$ cat src/rtl/spi_servo_bridge.sv
// Purpose : SPI mode-0 slave that turns 24-bit frames {cmd[7:0], val[15:0]} into ServoController register writes.
// Latency : cs pulses 1 clk after the 24th synchronized sclk rise (SYNC_STAGES+2 clk from the pin edge).
// Backpressure: none; the host paces frames, and ss_n must stay high >= SYNC_STAGES+2 clk between frames.
//
// Ports: clk/rst_n (async active-low); sclk/mosi/ss_n SPI inputs (asynchronous to clk); miso SPI output;
//        cs/addr/data ServoController write port; frame_err one-cycle pulse on aborted or malformed frames.
// Optional: define SERVO_READBACK_EN to add four shadow registers readable through miso.
module spi_servo_bridge #(
  parameter int unsigned PULSE_MIN   = 500,
  parameter int unsigned PULSE_MAX   = 2500,
  parameter int unsigned SYNC_STAGES = 2
) (
  input  logic        clk,
  input  logic        rst_n,
  input  logic        sclk,
  input  logic        mosi,
  input  logic        ss_n,
  output logic        miso,
  output logic        cs,
  output logic [1:0]  addr,
  output logic [15:0] data,
  output logic        frame_err
);

  typedef enum logic [1:0] {IDLE, SHIFT, DONE} state_t;

  localparam logic [15:0] PMIN   = 16'(PULSE_MIN);
  localparam logic [15:0] PMAX   = 16'(PULSE_MAX);
  localparam logic [7:0]  SETTLE = 8'(SYNC_STAGES + 1);

  logic [SYNC_STAGES-1:0] sclk_sync_q, sclk_sync_d;
  logic [SYNC_STAGES-1:0] mosi_sync_q, mosi_sync_d;
  logic [SYNC_STAGES-1:0] ss_sync_q,   ss_sync_d;
  logic        sclk_dly_q, sclk_dly_d, ss_dly_q, ss_dly_d;
  logic [7:0]  settle_q, settle_d;
  state_t      state_q, state_d;
  logic [4:0]  cnt_q, cnt_d;
  logic [23:0] shift_q, shift_d;
  logic        cs_q, cs_d, err_q, err_d;
  logic [1:0]  addr_q, addr_d;
  logic [15:0] data_q, data_d;

  logic sclk_s, mosi_s, ss_s, sclk_rise, ss_fall, ss_rise, settled, frame_done;

  function automatic logic [15:0] clamp(input logic [15:0] v);
    if (v < PMIN)      return PMIN;
    else if (v > PMAX) return PMAX;
    else               return v;
  endfunction

  assign sclk_s    = sclk_sync_q[SYNC_STAGES-1];
  assign mosi_s    = mosi_sync_q[SYNC_STAGES-1];
  assign ss_s      = ss_sync_q[SYNC_STAGES-1];
  assign sclk_rise = sclk_s & ~sclk_dly_q;
  assign ss_rise   = ss_s & ~ss_dly_q;
  // Until the synchronizer chain and delay flop hold real pin samples, a low ss_n
  // at reset release would look like a falling edge; it must not start a frame.
  assign settled   = (settle_q == SETTLE);
  assign ss_fall   = ~ss_s & ss_dly_q & settled;

  always_comb begin
    sclk_sync_d = {sclk_sync_q[SYNC_STAGES-2:0], sclk};
    mosi_sync_d = {mosi_sync_q[SYNC_STAGES-2:0], mosi};
    ss_sync_d   = {ss_sync_q[SYNC_STAGES-2:0], ss_n};
    sclk_dly_d  = sclk_s;
    ss_dly_d    = ss_s;
    settle_d    = settled ? settle_q : settle_q + 8'd1;
  end

  always_comb begin
    state_d    = state_q;
    cnt_d      = cnt_q;
    shift_d    = shift_q;
    cs_d       = 1'b0;
    err_d      = 1'b0;
    addr_d     = addr_q;
    data_d     = data_q;
    frame_done = 1'b0;
    case (state_q)
      IDLE: begin
        if (ss_fall) begin
          state_d = SHIFT;
          cnt_d   = '0;
        end
      end
      SHIFT: begin
        // The sclk edge is handled before a coincident ss_n rise, so a frame whose
        // last bit lands together with deselect still completes.
        if (sclk_rise) begin
          shift_d = {shift_q[22:0], mosi_s};
          cnt_d   = cnt_q + 5'd1;
          if (cnt_q == 5'd23) begin
            state_d    = DONE;
            frame_done = 1'b1;
          end
        end
        if (ss_rise) begin
          state_d = IDLE;
          if (!frame_done) err_d = 1'b1;
        end
      end
      DONE: begin
        if (ss_rise) state_d = IDLE;
      end
      default: state_d = IDLE;
    endcase
    if (frame_done) begin
      if (shift_d[22:18] != 5'd0) begin
        err_d = 1'b1;
      end else if (shift_d[23]) begin
        cs_d   = 1'b1;
        addr_d = shift_d[17:16];
        data_d = clamp(shift_d[15:0]);
      end
    end
  end

  always_ff @(posedge clk or negedge rst_n) begin
    if (!rst_n) begin
      sclk_sync_q <= '0;
      mosi_sync_q <= '0;
      ss_sync_q   <= '1;
      sclk_dly_q  <= 1'b0;
      ss_dly_q    <= 1'b1;
      settle_q    <= '0;
      state_q     <= IDLE;
      cnt_q       <= '0;
      shift_q     <= '0;
      cs_q        <= 1'b0;
      err_q       <= 1'b0;
      addr_q      <= '0;
      data_q      <= '0;
    end else begin
      sclk_sync_q <= sclk_sync_d;
      mosi_sync_q <= mosi_sync_d;
      ss_sync_q   <= ss_sync_d;
      sclk_dly_q  <= sclk_dly_d;
      ss_dly_q    <= ss_dly_d;
      settle_q    <= settle_d;
      state_q     <= state_d;
      cnt_q       <= cnt_d;
      shift_q     <= shift_d;
      cs_q        <= cs_d;
      err_q       <= err_d;
      addr_q      <= addr_d;
      data_q      <= data_d;
    end
  end

  assign cs        = cs_q;
  assign addr      = addr_q;
  assign data      = data_q;
  assign frame_err = err_q;

`ifdef SERVO_READBACK_EN
  logic [15:0] shadow_q [4];
  logic [15:0] shadow_d [4];
  logic [15:0] rd_sr_q, rd_sr_d;
  logic        miso_q, miso_d;
  logic        sclk_fall;

  assign sclk_fall = ~sclk_s & sclk_dly_q;

  always_comb begin
    shadow_d = shadow_q;
    rd_sr_d  = rd_sr_q;
    miso_d   = miso_q;
    if (cs_d) shadow_d[addr_d] = data_d;
    // After 8 rises shift_q holds exactly the command byte; the falling edge that
    // follows loads the readback word (or zero for a non-read) and presents its MSB.
    if (state_q == SHIFT && sclk_fall) begin
      if (cnt_q == 5'd8) begin
        if (!shift_q[7] && shift_q[6:2] == 5'd0) begin
          miso_d  = shadow_q[shift_q[1:0]][15];
          rd_sr_d = {shadow_q[shift_q[1:0]][14:0], 1'b0};
        end else begin
          miso_d  = 1'b0;
          rd_sr_d = '0;
        end
      end else if (cnt_q > 5'd8) begin
        miso_d  = rd_sr_q[15];
        rd_sr_d = {rd_sr_q[14:0], 1'b0};
      end
    end
    if (state_d != SHIFT) miso_d = 1'b0;
  end

  always_ff @(posedge clk or negedge rst_n) begin
    if (!rst_n) begin
      for (int i = 0; i < 4; i++) shadow_q[i] <= '0;
      rd_sr_q <= '0;
      miso_q  <= 1'b0;
    end else begin
      shadow_q <= shadow_d;
      rd_sr_q  <= rd_sr_d;
      miso_q   <= miso_d;
    end
  end

  assign miso = miso_q;
`else
  assign miso = 1'b0;
`endif

endmodule

$ cat config.mk
export PLATFORM = sky130hd
export DESIGN_NAME = spi_servo_bridge
export DESIGN_NICKNAME = d
export VERILOG_FILES = /design/src/rtl/spi_servo_bridge.sv
export SDC_FILE = /design/constraint.sdc
export NUM_CORES = 1
export LEC_CHECK = 0
export ABC_AREA = 0
export CELL_PAD_IN_SITES_DETAIL_PLACEMENT = 0
export CELL_PAD_IN_SITES_GLOBAL_PLACEMENT = 1
export CORE_MARGIN = 2
export CORE_UTILIZATION = 40
export CTS_CLUSTER_DIAMETER = 60
export DETAILED_ROUTE_END_ITERATION = 10
export HOLD_SLACK_MARGIN = 0.02
export PLACE_DENSITY_LB_ADDON = 0.1
export SETUP_SLACK_MARGIN = 0.5
export SYNTH_ARGS = -nofsm -noshare
export SYNTH_HDL_FRONTEND = slang
export SYNTH_SLANG_ARGS = --single-unit
$ cat constraint.sdc
create_clock -name clk -period 3.4 [get_ports clk]
set_input_delay 0.68 -clock clk [delete_from_list [all_inputs] [get_ports clk]]
set_output_delay 0.68 -clock clk [all_outputs]
set_load 0.02 [all_outputs]
==> summary.md, run 1 <==
| Metric | Value |
|---|---|
| Synth warnings | 0 |
| First-pass DRT Iterations | 4 |
| Finish-stage setup viols | 0 |
| Syn Inst Count | 265 |
| WP data arrival | ~2700 ps |
| Overflow after GRT | 0 |
| Longest Clk Path Bufs | 2 |
| Worst reg2reg path endpoint | data[5]$_DFFE_PN0P_ |
| Slew HR | a little under a third |
| Leading register cell type out of synthesis | dfrtp_1 |
| Die width | just under 90 µm |
| Final Non-Filler Cells | ~400 |
| Number of synthesized flops with an enable pin | 0 |
| Later-pin clock latency in the skew report | around 330 ps |
| Number of diodes | 0 |
| Gr usage total | between 10% and 20% |
| Leak | 1.630 nW |
| Max-slew violation count | 0 |
| Req. time, crit path | roughly 3700 ps |
| Setup TNS | 0 ps |
| Clk pin slew, worst setup/hold paths | 60 ps |
| CP max stage delay | between 400 and 500 ps |
| DR WL/cell | around 14 µm |
| Area Growth Syn to Fin | 19.09% |
| Clk Tree Root Cell | clkbuf_8 |
| Initial core utilization | 41.20% |
| Compound-cell area share of the yosys netlist | between 8 and 9% |
| FP Rows | 30 |
| Flops & latches, synth | 66 |
| Mapped cell area | 2799 µm² |
| Setup repair bufs after CTS | 0 |
| Max Freq | 0.4067 GHz |
| Worst setup path start | state_q[1]$_DFFE_PN0P_ |
| Worst slew pin tran | 1031 ps |
| Hold Path Class | reg -> reg |
| Maxcap violations | 0 |
| Fin nets | 301 |
| Violation count after the first detailed-route iteration | roughly 120 |
| Die Y | 87.65 µm |
| Worst setup path end | data[5]$_DFFE_PN0P_ |
| Cells on worst reg2reg path | 6 |
| DR DRC count | 0 |
| Avg Inst Size Synth | 10.56 µm² |
| Final critical-path share of the clock period | between 70% and 80% |
| CTS H-Tree Depth | 3 |
| Asr flop ratio synth | 100.0% |
| Post-route ant nets | 0 |
| Post-synthesis xor/xnor area fraction | under 10% |
| Unrepaired setup endpoints after global routing | false |
| Via Count | about 1,900 |
| R2r startpoint | state_q[1]$_DFFE_PN0P_ |
| CTS resizes | 0 |
| Final GP Congestion | roughly 0.80 |
| Share of layout cells above drive strength 1 | ~10% |
| Port Buf Inserts | 24 |
| CTS Hold Bufs | 0 |
| DP Wirelength | 3532 µm |
| Mux contribution to synthesized area | 1.654% |
| Main combinational cell family by area after synthesis | simple AND/OR/NAND/NOR gates |
| CP Max Fanout | 18 |
| Die area | 7683 µm² |
| Outcome | complete, no violations |
| Final instance area | approximately 3300 µm² |
| Reg2reg setup slack | 940 ps |
| CTS tree | built |
| Simple-gate area share of the yosys netlist | 24.32% |
| Worst setup SP type | flip-flop |
| Dpl cells | approximately 380 |
| Synth Area in Adders | 0.8941% |
| Seq/Total Area, Yosys | 59.14% |
| Initial antenna violation count | 0 |
| Placed Instance Area | about 3100 µm² |
| Clock skew | between 10 and 15 ps |
| Kind of end point of the critical path | flip-flop |
| Final wirelength | 5482 µm |
| Via/cell ratio | 4.914 |
| Post-layout min period | between 2000 and 2500 ps |
| Worst vdd ir | about 0.22 mV |
| PwrDens | roughly 510 nW/µm² |
| I/O Pins | 26 |
| CTS Sinks | 66 |
| Crit-path slowest cell | and4bb_4 |
| Post-Syn Nets | 272 |
| Number of global-route vias before repair | roughly 1,900 |
| Core area | between 6000 and 7000 µm² |
| Crit-path cells | and4bb_4 -> buf_4 -> nand3_1 -> a2111o_1 -> o22ai_2 -> a221o_1 |
| First-pass GRT wire length | slightly below 10,000 µm |
| Largest net degree at the start of global routing | 48 |
| Num CTS Buffers | 9 |
| Hold Fails Final Rpt | 0 |
| WS Path Type | reg -> reg |
| Cell variety after synth | 51 |
[metrics by stage]
step / util [%] / total power, W / hold slack (ps) / setup WS (ps)
floorplan: - / 0.0009868 / 331.2 / 1386
global placement: 46.15 / 0.001053 / 332.8 / 996.8
detailed placement: 46.15 / 0.001053 / 334.7 / 904.3
CTS: 49.06 / 0.001718 / 350.9 / 872.6
global route: 49.06 / 0.001793 / 363.4 / 705.8
finish: 49.06 / 0.001693 / 348.7 / 941.2
[placed cells by master (no fill, tap or decap), drive strengths merged, types with 3 or more instances in the layout]
cell           instances
inv                    3
nand4                  3
clkdlybuf4s50         23
dfstp                  3
a22o                   5
xor2                   3
xnor2                  7
and3                   5
a31oi                  5
nor2                  16
a21oi                  6
nand2                 80
nand3b                 5
and2                   4
nor4                   3
clkbuf                14
o21ai                  3
nand3                  9
dfrtp                 63
buf                    6
[layer usage]
metal | up-vias | track usage, % | share of wire, %
li1 | 963 | - | -
met4 | 0 | 5.874 | 1.1
met3 | 6 | 3.393 | 2.4
met2 | 28 | 22.73 | 41
met5 | - | 0 | 0
met1 | 944 | 25.32 | 55
[flip-flops by register name, indices dropped and copies added (netlist names)]
register and cells:
shift_q 23, data 16, settle_q 8, cnt_q 5
addr 2, mosi_sync_q 2, sclk_sync_q 2, ss_sync_q 2
state_q 2, cs 1, frame_err 1, sclk_dly_q 1
ss_dly_q 1
[synthesized netlist by cell type, drive strengths merged (2+ instances only)]
cell	n	area share [%]
nand2	80	11
dfrtp	63	56
nor2	16	2.1
nand3	9	1.6
buf	8	1.6
xnor2	7	2.2
a21oi	6	1.1
a22o	5	1.6
a31oi	5	1.1
and3	5	1.1
nand3b	5	1.3
and2	4	0.89
clkbuf	3	0.40
dfstp	3	2.8
inv	3	0.40
nand4	3	0.67
nor4	3	1.2
o21ai	3	0.54
xor2	3	0.94
a2111oi	2	1.3
ha	2	0.89
mux2	2	0.94
mux2i	2	0.72
nand4bb	2	0.98
nor3	2	0.36
[critical path: cells and delay by family (launching register included)]
kind	cells	cell delay, ps
AO/OA/AOI/OAI	3	1110
AND/OR/NAND/NOR	2	590
flip-flops	1	440
buffers and inverters	1	250
[area by class of cell]
type | instances | area, µm²
Clock buffer | 14 | 162.7
Clock inverter | 2 | 35.03
Fill cell | 641 | 3461
Inverter | 3 | 11.26
Multi-Input combinational cell | 185 | 1076
Sequential cell | 66 | 1655
Tap cell | 96 | 120.1
Timing Repair Buffer | 29 | 272.8
[where the power goes]
part           internal, W  switching (W)  leakage (nW)  total (W)
Combinational    0.0000508      0.0000883         0.649   0.000139
Clock             0.000379       0.000276         0.101   0.000655
Sequential        0.000836      0.0000632         0.880   0.000899
[how the worst min path moves through the flow]
stage                                   startpoint                  endpoint  slack [ps]  cells after the start
final                     sclk_sync_q[0]$_DFF_PN0_  sclk_sync_q[1]$_DFF_PN0_         350                      0
after detailed placement  sclk_sync_q[0]$_DFF_PN0_  sclk_sync_q[1]$_DFF_PN0_         330                      0
after floorplan           mosi_sync_q[0]$_DFF_PN0_  mosi_sync_q[1]$_DFF_PN0_         330                      0
after CTS                 sclk_sync_q[0]$_DFF_PN0_  sclk_sync_q[1]$_DFF_PN0_         350                      0
after global routing      sclk_sync_q[0]$_DFF_PN0_  sclk_sync_q[1]$_DFF_PN0_         360                      0
after global placement    mosi_sync_q[0]$_DFF_PN0_  mosi_sync_q[1]$_DFF_PN0_         330                      0
[cell families (layout without fill, tap and decap cells)]
family	after synthesis	in the layout
multiplexers	4	4
XOR/XNOR	10	10
AO/OA/AOI/OAI	29	29
flip-flops	66	66
AND/OR/NAND/NOR	139	139
buffers and inverters	14	48
other	1	1
adder cells (fa/ha/maj)	2	2
Power figures use the tool's default switching activity.
==> run 2: changes to the inputs <==
clock period = 2.05 ns   (was 3.4 ns; I/O delays follow)
==> run 2 against run 1 <==
Clock-buffer cell count unchanged. Highest routed layer unchanged. Sequential power rose by 66%. Sequential share of layout area fell by 7.7 points. Critical endpoint is now data[2]$_DFFE_PN0P_. Sequential cell count did not move.
==> summary.md, run 2 (synthesis gave the netlist of run 1 again) <==
| Metric | Value |
|---|---|
| Outcome | complete, no violations |
| First-pass GRT wire length | 10,770 µm (+10%) |
| Worst setup path start | sclk_dly_q$_DFF_PN0_ |
| Worst reg2reg path endpoint | data[2]$_DFFE_PN0P_ |
| Worst vdd ir | 0.3714 mV (+70%) |
| Die width | 87.65 µm (unchanged) |
| Finish-stage setup viols | 0 (unchanged) |
| Max Freq | 0.5100 GHz (+25%) |
| Die Y | 87.65 µm (unchanged) |
| Sequential cell area | 1658 µm² (+0.15%) |
| Area Growth Syn to Fin | 40.99% |
| Clk Tree Root Cell | clkbuf_8 |
| Number of diodes | 0 (unchanged) |
| Leak | 2.015 nW (+24%) |
| DP Wirelength | 3856 µm (+9.2%) |
| Fin Hold WS | 38.69 ps (-310.0 ps) |
| Max reg flops | 23 (unchanged) |
| Hold Path Class | in -> async |
| Later-pin clock latency in the skew report | 330 ps (about the same) |
| Final GP Congestion | 0.7721 (-3.5%) |
| Reg2reg setup slack | 90 ps (-850 ps) |
| Final wirelength | 6346 µm (+16%) |
| Most common cell after layout, fill and taps aside | nand2_1 |
| I/O Pins | 26 (unchanged) |
| Multi-input gate area | 1309 µm² (+22%) |
| Number of global-route vias before repair | 2,191 (+14%) |
| Kind of end point of the critical path | flip-flop |
| Initial core utilization | 41.20% (unchanged) |
| WS Path Type | reg -> reg |
| Unrepaired setup endpoints after global routing | true |
| Final critical-path share of the clock period | 95.65% (+23 points) |
| Req. time, crit path | 2270 ps (-1380 ps) |
| Final total power | 0.002838 W (+68%) |
| CP Max Fanout | 11 (-7) |
| First-pass DRT Iterations | 4 (unchanged) |
| Via Count | 2,138 (+10%) |
| Top reg by flops | shift_q |
| CTS Sinks | 66 (unchanged) |
| Cells on worst reg2reg path | 6 (unchanged) |
| DR DRC count | 0 (unchanged) |
| Via/cell ratio | 4.881 (-0.66%) |
| Largest net degree at the start of global routing | 28 (-42%) |
| Max-slew violation count | 0 (unchanged) |
| Core area | 6794 µm² (unchanged) |
| Violation count after the first detailed-route iteration | 50 (-58%) |
| Placed Instance Area | 3311 µm² (+5.6%) |
| Port Buf Inserts | 24 (unchanged) |
| Initial antenna violation count | 0 (unchanged) |
| Worst setup path end | data[2]$_DFFE_PN0P_ |
| Setup TNS | 0 ps (unchanged) |
| R2r startpoint | sclk_dly_q$_DFF_PN0_ |
| CTS H-Tree Depth | 3 (unchanged) |
| Num CTS Buffers | 9 (unchanged) |
| End-of-flow core utilization | 58.08% (+9.0 points) |
| Clock skew | 10.55 ps (-1.360 ps) |
| Share of layout cells above drive strength 1 | 34.21% (+24 points) |
| Hold Fails Final Rpt | 0 (unchanged) |
| Commonest non-fill, non-tap cells in the layout | nand2_1, dfrtp_1, buf_4 |
| Fin nets | 344 (+14%) |
| Longest Clk Path Bufs | 2 (unchanged) |
| Maxcap violations | 0 (unchanged) |
| Die area | 7683 µm² (unchanged) |
| Worst setup SP type | flip-flop |
| FP Rows | 30 (unchanged) |
| Gr usage total | 18.35% (+1.9 points) |
| WP data arrival | 2180 ps (-530 ps) |
| Final instance area | 3946 µm² (+18%) |
| Post-layout min period | 1961 ps (-498.1 ps) |
| CTS Hold Bufs | 0 (unchanged) |
| PwrDens | 719.3 nW/µm² (+42%) |
| Overflow after GRT | 0 (unchanged) |
| Post-route ant nets | 0 (unchanged) |
| Clk pin slew, worst setup/hold paths | 70 ps (about the same) |
| Worst slew pin tran | 523.0 ps (-508.1 ps) |
| Slew HR | 65.13% (+34 points) |
| Filler cells | 622 (-3.0%) |
| DR WL/cell | 14.49 µm (+4.4%) |
| CTS tree | built |
[run 2: cell count changes in the layout (fill, tap and decap cells not counted), sizes merged]
cell / previous run / this run
bufinv: 1 / 0
clkdlybuf4s50: 23 / 3
clkinvlp: 0 / 1
dlygate4sd2: 0 / 20
buf: 6 / 49
[run 2: how the worst min path moves through the flow]
stage / start / endpoint / slack (ps) / depth (start not counted)
2_1_floorplan: rst_n / addr[0]$_DFFE_PN0P_ / 110 / 0
3_3_place_gp: sclk_sync_q[0]$_DFF_PN0_ / sclk_sync_q[1]$_DFF_PN0_ / 330 / 0
3_5_place_dp: sclk_sync_q[0]$_DFF_PN0_ / sclk_sync_q[1]$_DFF_PN0_ / 340 / 0
4_1_cts: rst_n / settle_q[6]$_DFFE_PN0N_ / 60 / 1
5_1_grt: rst_n / settle_q[6]$_DFFE_PN0N_ / 70 / 1
6_report: rst_n / settle_q[6]$_DFFE_PN0N_ / 40 / 1
[run 2: layout make-up]
class | instances | area share (%)
sequential | 66 | 42.01
clock inverter | 2 | 0.3171
clock buffer | 14 | 4.122
multi-input combinational | 185 | 33.16
tap | 96 | 3.044
timing repair buffer | 72 | 16.99
inverter | 3 | 0.3488
[run 2: power by group]
part	switching [W]	internal, W	leakage (nW)	total, W
clock	0.000465	0.000505	0.0867	0.000970
sequential	0.000104	0.00139	0.878	0.00149
combinational	0.000198	0.000180	1.05	0.000377
total	0.000767	0.00207	2.01	0.00284
[run 2: metrics by stage]
| step | instances | setup WS [ps] |
|---|---|---|
| 2_1_floorplan | 265 | 135.4 |
| 3_3_place_gp | 398 | 75.30 |
| 3_5_place_dp | 398 | 16.89 |
| 4_1_cts | 428 | 105.3 |
| 5_1_grt | 438 | 0.8489 |
| 6_report | 438 | 89.24 |
[run 2: layer usage]
metal,wire length (µm),track usage (%)
met1,3256,26.14
met4,100,7.832
met3,180,2.828
met5,0,0
met2,2808,27.96
[run 2: timing repair]
item                                    CTS  global route
gates resized for setup                  49            52
endpoints found under the setup margin   48            38
pin swaps                                10            25
buffers inserted                         12            10
gates cloned                              2             0
[run 2: critical path, cell delays in order (launching register included)]
cell	delay, ps
dfrtp_1	390
and4bb_4	390
mux2_4	320
a2111o_1	300
o22ai_2	190
buf_12	160
a31oi_1	80
==> run 3: changes to the inputs <==
ABC_CLOCK_PERIOD_IN_PS = 2050   (was default)
CTS_CLUSTER_DIAMETER = default   (was 60)
==> results of run 3 <==
The final DEF is identical to that of run 2; final timing and power are the same.
